`config.mk`:
```
export PLATFORM = sky130hd
export DESIGN_NAME = serial_adder_ctrl
export DESIGN_NICKNAME = d
export VERILOG_FILES = /design/src/rtl/serial_add_pkg.sv /design/src/rtl/fulladder.sv /design/src/rtl/serial_adder_ctrl.sv
export SDC_FILE = /design/constraint.sdc
export NUM_CORES = 1
export LEC_CHECK = 0
export CORE_UTILIZATION = 50
export CTS_CLUSTER_SIZE = 24
export DETAILED_ROUTE_END_ITERATION = 7
export PLACE_DENSITY = 0.77
export SYNTH_ARGS = -nofsm -noshare
export SYNTH_HDL_FRONTEND = slang
export SYNTH_SLANG_ARGS = --single-unit
```
`constraint.sdc`:
```
create_clock -name clk -period 1.97 [get_ports clk]
set_clock_uncertainty 0.05 [all_clocks]
set_input_delay 0.4925 -clock clk [delete_from_list [all_inputs] [get_ports clk]]
set_output_delay 0.4925 -clock clk [all_outputs]
set_load 0.01 [all_outputs]
```
`src/rtl/serial_add_pkg.sv`:
```
// Shared state encoding and default width for the bit-serial adder sequencer.
package serial_add_pkg;

  typedef enum logic [1:0] {
    IDLE = 2'd0,
    RUN  = 2'd1,
    DONE = 2'd2
  } serial_add_state_t;

  localparam int SERIAL_ADD_W = 8;

endpackage

```
`src/rtl/fulladder.sv`:
```
// Gate-level one-bit full adder cell used as the bit-slice of the serial adder.
module fulladder (
  input  logic a_i,
  input  logic b_i,
  input  logic c_i,
  output logic s_o,
  output logic c_o
);

  logic halfSum;

  assign halfSum = a_i ^ b_i;
  assign s_o     = halfSum ^ c_i;
  assign c_o     = (a_i & b_i) | (c_i & halfSum);

endmodule

```
`src/rtl/serial_adder_ctrl.sv`:
```
// Bit-serial WIDTH-bit adder: one fulladder slice, LSB first, start/busy/done handshake.
// Build option SERIAL_SUB_EN adds a 'sub' input selecting a - b instead of a + b + c.
module serial_adder_ctrl
  import serial_add_pkg::*;
#(
  parameter int WIDTH = SERIAL_ADD_W
) (
  input  logic             clk,
  input  logic             rst,
  input  logic             start,
  input  logic [WIDTH-1:0] a,
  input  logic [WIDTH-1:0] b,
  input  logic             c,
`ifdef SERIAL_SUB_EN
  input  logic             sub,
`endif
  output logic             busy,
  output logic             done,
  output logic [WIDTH-1:0] s,
  output logic             c_out
);

  localparam int CNT_W = $clog2(WIDTH + 1);
  localparam logic [CNT_W-1:0] CNT_LAST = CNT_W'(WIDTH - 1);
  localparam logic [CNT_W-1:0] CNT_ONE  = CNT_W'(1);

  serial_add_state_t state_q, state_d;
  logic [WIDTH-1:0]  aSh_q, aSh_d;
  logic [WIDTH-1:0]  bSh_q, bSh_d;
  logic [WIDTH-1:0]  sumSh_q, sumSh_d;
  logic              carry_q, carry_d;
  logic [CNT_W-1:0]  count_q, count_d;
  logic [WIDTH-1:0]  s_q, s_d;
  logic              cOut_q, cOut_d;
  logic              subSel;
  logic              faSum;
  logic              faCarry;

`ifdef SERIAL_SUB_EN
  assign subSel = sub;
`else
  assign subSel = 1'b0;
`endif

  fulladder u_fa (
    .a_i (aSh_q[0]),
    .b_i (bSh_q[0]),
    .c_i (carry_q),
    .s_o (faSum),
    .c_o (faCarry)
  );

  always_ff @(posedge clk) begin
    if (rst) begin
      state_q <= IDLE;
      aSh_q   <= '0;
      bSh_q   <= '0;
      sumSh_q <= '0;
      carry_q <= 1'b0;
      count_q <= '0;
      s_q     <= '0;
      cOut_q  <= 1'b0;
    end else begin
      state_q <= state_d;
      aSh_q   <= aSh_d;
      bSh_q   <= bSh_d;
      sumSh_q <= sumSh_d;
      carry_q <= carry_d;
      count_q <= count_d;
      s_q     <= s_d;
      cOut_q  <= cOut_d;
    end
  end

  // Result registers load on the edge that enters DONE, so they take the final
  // sum bit directly from the slice rather than from the not-yet-updated shifter.
  always_comb begin
    state_d = state_q;
    aSh_d   = aSh_q;
    bSh_d   = bSh_q;
    sumSh_d = sumSh_q;
    carry_d = carry_q;
    count_d = count_q;
    s_d     = s_q;
    cOut_d  = cOut_q;
    unique case (state_q)
      IDLE: begin
        if (start) begin
          aSh_d   = a;
          bSh_d   = subSel ? ~b : b;
          carry_d = subSel ? 1'b1 : c;
          count_d = '0;
          state_d = RUN;
        end
      end
      RUN: begin
        sumSh_d = {faSum, sumSh_q[WIDTH-1:1]};
        carry_d = faCarry;
        aSh_d   = aSh_q >> 1;
        bSh_d   = bSh_q >> 1;
        count_d = count_q + CNT_ONE;
        if (count_q == CNT_LAST) begin
          s_d     = sumSh_d;
          cOut_d  = faCarry;
          state_d = DONE;
        end
      end
      DONE: begin
        state_d = IDLE;
      end
      default: begin
        state_d = IDLE;
      end
    endcase
  end

  assign busy  = (state_q == RUN) || (state_q == DONE);
  assign done  = (state_q == DONE);
  assign s     = s_q;
  assign c_out = cOut_q;

endmodule
```
==> metrics.cfg <==
[outcome]
status = complete, no violations

[die]
pin_count = 31
row_count = 20
die_w_um = 59.3
die_h_um = 59.3
dieArea_um2 = 3520
initial_utilization = 0.534
coreArea_um2 = 3080

[worst_setup_path]
critPathLaunch = state_q[0]$_SDFFE_PP0P_
worstSetupPathType = register to output pin
ff2ff_path_depth = 6
endpoint = busy
end_kind = output pin
reg2reg_slack_ps = 210
cp_max_fo = 3
timing.rr.start = state_q[1]$_SDFFE_PP0P_
critPathArrivalTime_ps = 1330
cp-start-kind = register
r2r-end = c_out$_SDFFE_PP0P_
cp_data_required_time_ps = 1430

[clocking]
cts.sinks = 39
hold_buffers = 0
cts_root_buf = clkbuf_4
cts_tree = yes
clk_path_buf_depth = 2
worstSkewPairLatency_ps = 340
clk_transition_reported_paths_ps = 120
cts_buffers = 5
cts_htree_levels = 2
cts_resized = 3
post_cts_buffers = 0

[drt]
drt_iter0_drc = 49
drc_errors = 0
wl_per_cell_um = 11.6
wl_um = 2910
num_vias = 1338
routed_via_density = 5.35
ant_nets = 0
first_pass_iters = 4

[grt]
grt.overflow.total = 0
grt_max_degree = 40
grt_pass1_wl_um = 4920
first_global_vias = 1191
grt_antenna_before_repair = 0
grtUsageTotal = 0.190

[synthesis]
synth.net_count = 200
yosysSeqAreaShare = 0.475
syn_area_per_cell_um2 = 9.39
synthesis.instances = 175
synth_area_um2 = 1640
synth_seq_cells = 39
yosysUniqueCellTypes = 26
yosys_warnings = 0

[timing]
slew_viol_final = 0
tightest_slew_ps = 353
slew_headroom = 0.763
final-setup-viol-count = 0
fin_setup_tns_ps = 0
fin_crit_ps = 1870
final_hold_viol_count = 0
post-route-period-util = 0.951
postLayoutSetupSlackWorst_ps = 96.0
rsz0062_at_grt = no
fmax_mhz = 534

[placed_design]
port_buffers = 30
gp_congestion = 0.796
placedInstanceArea_um2 = 2010
dp_hpwl_um = 2050
place_ws_ps = 99.3

[pwr]
power_mw = 1.51
ir_drop_uv = 419
p_leak_nw = 0.758
p_per_area_nw_per_um2 = 730

[layout]
fillers = 262
area_delta_synth_final_pct = 25.7
final-seq-area_um2 = 782
drive_gt1_frac = 0.0728
antennaDiodeCount = 0
fin_area_um2 = 2060
multi_input_area_um2 = 798
final_nets = 230

[hold_path]
hold_class = register to register
whs_path_depth = 2

[job]
drv_cap = 0

-- cells in the final DEF (no fill, tap or decap), drive strengths merged --
| master | netlist | final |
|---|---|---|
| a32oi | 1 | 1 |
| o21ba | 1 | 1 |
| dlygate4sd2 | 0 | 2 |
| mux2 | 1 | 1 |
| nand3 | 4 | 4 |
| or4 | 1 | 1 |
| a21oi | 14 | 14 |
| nand4b | 2 | 2 |
| clkinv | 0 | 3 |
| nor2b | 1 | 1 |
| fa | 1 | 1 |
| o21ai | 2 | 2 |
| and3b | 1 | 1 |
| dfxtp | 39 | 39 |
| or2b | 1 | 1 |
| mux2i | 23 | 23 |
| a31oi | 1 | 1 |
| and4b | 1 | 1 |
| nor2 | 23 | 23 |
| a211oi | 17 | 17 |
| nand2 | 22 | 22 |
| nand3b | 1 | 1 |
| clkdlybuf4s50 | 0 | 28 |
| buf | 6 | 4 |
| ha | 4 | 4 |
| inv | 3 | 3 |
| clkbuf | 5 | 5 |
-- cell usage after synthesis --
cell type / n / share of area
mux2i_1: 23 / 0.14
a32oi_1: 1 / 0.0053
nand3_1: 4 / 0.012
clkbuf_1: 5 / 0.011
buf_4: 2 / 0.0091
buf_1: 1 / 0.0023
nand3b_1: 1 / 0.0046
a21oi_1: 14 / 0.043
nand2_1: 22 / 0.050
nand4b_1: 2 / 0.011
a211oi_1: 17 / 0.078
buf_2: 3 / 0.0091
inv_1: 3 / 0.0069
mux2_2: 1 / 0.0069
dfxtp_1: 39 / 0.48
a31oi_1: 1 / 0.0038
o21ba_2: 1 / 0.0061
o21ai_0: 2 / 0.0061
or2b_1: 1 / 0.0046
nor2b_1: 1 / 0.0038
fa_1: 1 / 0.012
nor2_1: 23 / 0.053
or4_1: 1 / 0.0046
and4b_1: 1 / 0.0061
ha_1: 4 / 0.030
and3b_1: 1 / 0.0053
-- through the flow --
| step | hold WS (ps) | util | instances |
|---|---|---|---|
| floorplan | 381 | - | 175 |
| global placement | 392 | 0.654 | 242 |
| detailed placement | 398 | 0.654 | 242 |
| CTS | 415 | 0.671 | 250 |
| global route | 437 | 0.671 | 250 |
| finish | 410 | 0.671 | 250 |
-- per-layer routing --
| metal | up-vias | global-route usage | wire [µm] |
|---|---|---|---|
| met2 | 42 | 0.326 | 1450 |
| met4 | 0 | 0.0816 | 32 |
| met1 | 614 | 0.217 | 1290 |
| met5 | - | 0 | 0 |
| li1 | 678 | - | - |
| met3 | 4 | 0.0590 | 137 |
-- flip-flops by register name (all words and copies together) (netlist names) --
signal and flops:
s 8, count_q 4, aSh_q 8, c_out 1
bSh_q 8, state_q 2, sumSh_q 7, carry_q 1
-- worst min path at each step --
stage                                  startpoint           endpoint  slack, ps
after detailed placement        s[3]$_SDFFE_PP0P_  s[3]$_SDFFE_PP0P_        400
after global placement          s[5]$_SDFFE_PP0P_  s[5]$_SDFFE_PP0P_        390
after floorplan           sumSh_q[1]$_SDFFE_PP0P_  s[0]$_SDFFE_PP0P_        380
after CTS                       s[3]$_SDFFE_PP0P_  s[3]$_SDFFE_PP0P_        410
final                           s[3]$_SDFFE_PP0P_  s[3]$_SDFFE_PP0P_        410
after global routing            s[0]$_SDFFE_PP0P_  s[0]$_SDFFE_PP0P_        440
-- critical path: stages (launching register included) --
cell and delay [ps]:
dfxtp_1 360, inv_1 80, ha_1 280, dlygate4sd2_1 280
-- where the power goes --
part           internal (mW)  switching, mW  total (mW)
Clock                  0.133          0.248       0.380
Combinational          0.139          0.127       0.267
Sequential             0.835         0.0262       0.861
Total                   1.11          0.401        1.51
-- kinds of logic (layout without fill, tap and decap cells) --
family / count (synthesis) / count (layout) / share of synthesized area
adders and majority gates: 5 / 5 / 0.0427
AOI/OAI and AO/OA: 36 / 36 / 0.142
and+or+nand+nor: 57 / 57 / 0.155
muxes: 24 / 24 / 0.147
buffers and inverters: 14 / 45 / 0.0388
DFF: 39 / 39 / 0.475
-- area by class of cell --
type                    count  share of cell area
multi-input cells         122               0.387
repair buffers             34               0.177
clock inverters             3             0.00727
inverters                   3             0.00545
flip-flops and latches     39               0.379
clock buffers               5              0.0182
well taps                  44              0.0267
Note: power is estimated with default switching activity, not from simulation.
==> RTL edit 1, RTL diff (config.mk and constraints unchanged) <==
`aSh_q` no longer has a reset.
--- a/src/rtl/serial_adder_ctrl.sv
+++ b/src/rtl/serial_adder_ctrl.sv
@@ -53,7 +53,6 @@
   always_ff @(posedge clk) begin
     if (rst) begin
       state_q <= IDLE;
-      aSh_q   <= '0;
       bSh_q   <= '0;
       sumSh_q <= '0;
       carry_q <= 1'b0;
@@ -62,7 +61,6 @@
       cOut_q  <= 1'b0;
     end else begin
       state_q <= state_d;
-      aSh_q   <= aSh_d;
       bSh_q   <= bSh_d;
       sumSh_q <= sumSh_d;
       carry_q <= carry_d;
@@ -70,6 +68,10 @@
       s_q     <= s_d;
       cOut_q  <= cOut_d;
     end
+  end
+
+  always_ff @(posedge clk) begin
+    aSh_q <= aSh_d;
   end
 
   // Result registers load on the edge that enters DONE, so they take the final
Behaviour: same outputs for any inputs over 10 cycles, from zero or initial values and one cycle with rst high; that may be too few to reach the edited logic, so the function may still have changed.
==> RTL edit 1 against the original RTL <==
Total power rose by 10%; final area rose by 0.42%; sequential power rose by 3.5%; synthesized area fell by 1.1%; clock power rose by 38%; sequential cell count did not move; wire length rose by 10%; cell count fell by 5.6%; worst setup slack got worse by 0.0092 ns.
==> RTL edit 1: results (changes against the original RTL) <==
The flow ran to the end, and the final reports show no timing, DRC or antenna violations. The number of H-tree levels came out at 2 (unchanged). The total placed cells including tap cells is 228 (-5.8%), and the post-synthesis net count is 181 (-9.5%). For the placer's final routability congestion estimate, the log shows 0.7500 (-5.8%). The number of standard cells in the layout, taps in and fillers out is 236 (-5.6%). The tools report the part of the Yosys area used for sequential elements as 52.96% (+5.4 points).

Routed wirelength normalized by instance count: 13.57 um (+17%). By area the synthesized netlist is led by sky130_fd_sc_hd__dfxtp_1, sky130_fd_sc_hd__edfxtp_1, sky130_fd_sc_hd__mux2i_1. The relative slew slack is 74.43% (-1.9 points). The placed wire-length estimate after detailed placement came out at 2.258 mm (+9.9%). The tree is rooted in a sky130_fd_sc_hd__clkbuf_4.

The tools report the detailed router's first-iteration violation count as 15 (-69%). The count of filler cells inserted in the layout is 251 (-4.2%), and the number of antenna violations at the first check in global routing is 0 (unchanged). The number of distinct library cells after synthesis is 28 (+7.7%), and the net count reported at finish is 216 (-6.1%).

The buffer levels on the longest clock path is 2 (unchanged). The layout cell share with drive strength beyond 1 works out to 11.98% (+4.7 points). The number of diodes is 0 (unchanged). Highest-delay cell along the critical path: sky130_fd_sc_hd__dfxtp_1. The largest net degree at the start of global routing is 32 (-20%), and the CTS clock-pin slew for the worst setup and hold paths is 0.11 ns. The commonest cells after synthesis are sky130_fd_sc_hd__dfxtp_1, sky130_fd_sc_hd__nand2_1, sky130_fd_sc_hd__mux2i_1, sky130_fd_sc_hd__nor2_1, sky130_fd_sc_hd__a21oi_1. For the global-route usage over all layers, the log shows 20.51% (+1.5 points). The detailed-route via count is 1228 (-8.2%).

The path class of the tightest hold or removal check is flip-flop to flip-flop. The worst-case vdd ir drop is 0.4859 mV (+16%). The fraction of registers with async set/reset works out to 0% (unchanged). The number of flops mapped to enable cells by yosys is 8 (+8), and the synthesized area divided by synthesized cell count is 10.42 um^2 (+11%).

For the first-pass GRT wire length, the log shows 5.271 mm (+7.2%). The tools report the static leakage as 0.7529 nW (-0.69%). STA puts the critical path data arrival time at 1.34 ns.
[RTL edit 1: path summary, 6_finish.rpt]
check / cells after the start / to / start / slack (ns)
setup / recovery: 3 / busy / state_q[0] / 0.09
setup reg to reg: 6 / s[1] / state_q[1] / 0.20
hold / removal: 2 / s[6] / s[6] / 0.41
hold reg to reg: 2 / s[6] / s[6] / 0.41
[RTL edit 1: logic make-up after synthesis]
kind of cell               after synthesis  share of synthesized area [%]
and+or+nand+nor                         50                          14.09
DFF                                     39                          52.96
AOI/OAI and AO/OA                       27                          10.55
muxes                                   23                          14.70
buffers and inverters                   12                          3.386
adders and majority gates                5                          4.311
[RTL edit 1: area by class of cell]
cell class / instances / area (um^2) / area share, %
inverter: 4 / 15.01 / 0.7242
clock inverter: 3 / 38.79 / 1.871
multi-input combinational: 105 / 709.4 / 34.22
timing repair buffer: 36 / 355.3 / 17.14
sequential: 39 / 862.1 / 41.58
clock buffer: 5 / 37.54 / 1.810
tap: 44 / 55.05 / 2.655
[RTL edit 1: stage by stage]
stage	area [um^2]	util (%)	hold WS (ns)	setup slack, ns	power (mW)
after global routing	2073	67.36	0.4329	0.01443	1.725
after detailed placement	1998	64.92	0.3963	0.04579	1.155
after global placement	1998	64.92	0.3944	0.1153	1.141
after floorplan	1625	-	0.3812	0.3561	1.057
after CTS	2073	67.36	0.4123	0.07580	1.665
final	2073	67.36	0.4095	0.08677	1.659
[RTL edit 1: worst min-delay path, cell delays in order, from the launching register on]
cell	delay [ns]
sky130_fd_sc_hd__dfxtp_1	0.32
sky130_fd_sc_hd__nand2_1	0.05
sky130_fd_sc_hd__a21oi_1	0.05
[RTL edit 1: report_power, final]
part	total (mW)	switching, mW	internal [mW]
clock	0.523	0.262	0.261
combinational	0.244	0.117	0.127
sequential	0.891	0.0233	0.868
[RTL edit 1: metal layers]
layer  vias up  routed length (um)  track usage (%)  share of wire, %
met2        20                1595            36.20                50
met3         4                 127            7.642               4.0
met5         -                   0                0                 0
met4         0                  37            6.122               1.2
li1        626                   -                -                 -
met1       578                1443            22.95                45
[RTL edit 1: timing repair]
item                       4_1_cts  5_1_grt
setup endpoints to repair        2        0
hold buffers                     0        0
gates resized for setup          3        0
==> RTL edit 2, RTL diff (config.mk and constraints unchanged) <==
Made on the original files. Set the package constant `SERIAL_ADD_W` to 16 (it was 8).
--- a/src/rtl/serial_add_pkg.sv
+++ b/src/rtl/serial_add_pkg.sv
@@ -7,7 +7,7 @@
     DONE = 2'd2
   } serial_add_state_t;
 
-  localparam int SERIAL_ADD_W = 8;
+  localparam int SERIAL_ADD_W = 16;
 
 endpackage
 
Ports: changed (resized a, b and s); port bits go from 31 to 55. No check against the original RTL was run, so the function may have changed too.
==> RTL edit 2 against the original RTL <==
Sequential cell count increased by 33; synthesized area is 79% higher; total power up 110%; wire length is 86% higher; worst setup slack gained 0.018 ns; sequential share of layout area rose by 0.31 points; register-to-register slack improved by 0.08 ns; final area up 83%; largest cell class is now sequential cells.
==> RTL edit 2: results (changes against the original RTL) <==
The CTS clock-pin slew for the worst setup and hold paths works out to 0.07 ns (-0.05 ns). The actual slew at the worst max-slew pin is 0.4838 ns (+0.1306 ns), and the fraction of registers with async set/reset is 0% (unchanged). Ranked by total cell area, the synthesized netlist is headed by sky130_fd_sc_hd__dfxtp_1, sky130_fd_sc_hd__mux2i_1, sky130_fd_sc_hd__a211oi_1. The static leakage is 1.391 nW (+83%), and the net count reported at finish is 409 (+78%). The switching share of power came out at 25.21% (-1.4 points). Number of buffers created by CTS: 9 (+4).

The run gives 4 (unchanged) as the detailed-routing iteration count for the pre-antenna-repair pass. The logs give 0 (unchanged) for the number of setup buffers added after CTS and 26 (unchanged) for the number of distinct library cells after synthesis. The run gives 3590 um^2 (+78%) as the instance area after placement. The worst-path maximum fanout is 3 (unchanged).

The run finished with clean final reports. The number of flops mapped to enable cells by yosys was 0 (unchanged). The placed wire-length estimate after detailed placement was 3.713 mm (+81%). The number of H-tree levels is 3 (+1). In this run the worst hold path is classified as flip-flop to flip-flop. The logs give 2113 (+77%) for the via count of the first global-routing pass and 19.03% (about the same) for the global-route usage over all layers. Hold buffer count at cts: 0 (unchanged).

Clock tree synthesis selected as its root buffer the cell sky130_fd_sc_hd__clkbuf_8. The worst-case vdd ir drop was 0.5394 mV (+29%). By count the netlist is led by sky130_fd_sc_hd__dfxtp_1, sky130_fd_sc_hd__nor2_1, sky130_fd_sc_hd__mux2i_1, sky130_fd_sc_hd__nand2_1, sky130_fd_sc_hd__a211oi_1. The layout cell share with drive strength beyond 1 is 8.333% (+1.1 points).

For the placer's final routability congestion estimate, the log shows 0.7321 (-8.0%). The count of input and output buffers was 54 (+80%). The met2 usage was 30.87% (-1.7 points); the worst path arrival time was 1.31 ns (-0.02 ns). For the post-synthesis net count, the log shows 358 (+79%).

The Yosys warning count is 0 (unchanged), and the met3 capacity usage during global routing is 5.862% (-0.033 points). The detailed router's first-iteration violation count is 66 (+35%), and the total placed cells including tap cells is 428 (+77%). The run gives 23.24% (+1.5 points) as the global-route track usage on met1. The part of the Yosys area used for sequential elements was 48.90% (+1.4 points); the number of standard cells in the layout, taps in and fillers out was 444 (+78%). Routed wirelength normalized by instance count: 12.18 um (+4.6%). The number of antenna violations at the first check in global routing was 0 (unchanged). The synthesized area divided by synthesized cell count came out at 9.329 um^2 (-0.63%). The largest net degree at the start of global routing is 36 (-10%). The buffer levels on the longest clock path is 2 (unchanged), and the first-pass GRT wire length is 9.094 mm (+85%). The average via count per standard cell was 5.198 (-2.9%).
RTL edit 2: changes by cell type after synthesis, moves of 3 or more:
cell / delta
sky130_fd_sc_hd__buf_2: +9
sky130_fd_sc_hd__a211oi_1: +15
sky130_fd_sc_hd__nand2_1: +18
sky130_fd_sc_hd__nor2_1: +25
sky130_fd_sc_hd__clkbuf_1: +5
sky130_fd_sc_hd__mux2i_1: +24
sky130_fd_sc_hd__a21oi_1: +8
sky130_fd_sc_hd__nand3b_1: +3
sky130_fd_sc_hd__dfxtp_1: +33
RTL edit 2: power groups by stage:
| stage | Combinational, mW | Sequential (mW) | Clock, mW |
|---|---|---|---|
| 2_1_floorplan | 0.321 | 1.61 | 0 |
| 6_report | 0.467 | 1.59 | 1.10 |
| 4_1_cts | 0.470 | 1.59 | 1.14 |
| 3_5_place_dp | 0.471 | 1.62 | 0 |
| 3_3_place_gp | 0.461 | 1.62 | 0 |
| 5_1_grt | 0.512 | 1.60 | 1.21 |
RTL edit 2: worst max-delay path: stages (launching register included):
cell                            delay [ns]
sky130_fd_sc_hd__dfxtp_2              0.35
sky130_fd_sc_hd__inv_1                0.08
sky130_fd_sc_hd__ha_1                 0.27
sky130_fd_sc_hd__dlygate4sd2_1        0.28
RTL edit 2: layer usage:
layer  up-vias  share of wire [%]
met3         6                4.4
met2        59                 47
met4         0                1.1
met1      1046                 48
met5         -                  0
li1       1197                  -
RTL edit 2: area by class of cell:
cell class | count | area, um^2
repair buffers | 65 | 653.1
clock buffers | 10 | 127.6
clock inverters | 6 | 60.06
flip-flops and latches | 72 | 1443
inverters | 5 | 18.77
fillers | 479 | 1831
multi-input cells | 214 | 1385
well taps | 72 | 90.09
RTL edit 2: logic make-up after synthesis:
group | Yosys count | share of synthesized area (%)
AO/OA/AOI/OAI | 58 | 12.90
adder cells (fa/ha/maj) | 6 | 2.801
buffers and inverters | 30 | 4.584
flip-flops | 72 | 48.90
multiplexers | 48 | 16.34
AND/OR/NAND/NOR | 102 | 14.47
RTL edit 2: final timing paths:
| check | slack (ns) | to | start | depth (start not counted) |
|---|---|---|---|---|
| hold reg to reg | 0.40 | s[10] | s[10] | 2 |
| setup / recovery | 0.11 | busy | state_q[1] | 3 |
| setup reg to reg | 0.29 | count_q[3] | state_q[0] | 5 |
| hold / removal | 0.40 | s[10] | s[10] | 2 |
RTL edit 2: metrics by stage:
stage / utilization [%] / setup slack (ns)
after floorplan: - / 0.2939
after global placement: 64.01 / 0.08112
after CTS: 67.34 / 0.08644
final: 67.36 / 0.1144
after detailed placement: 64.01 / 0.05320
after global routing: 67.36 / 0.04220
RTL edit 2: what timing repair did:
item,4_1_cts,5_1_grt
resized for setup,3,1
pin swaps,0,0
endpoints found under the setup margin,2,17
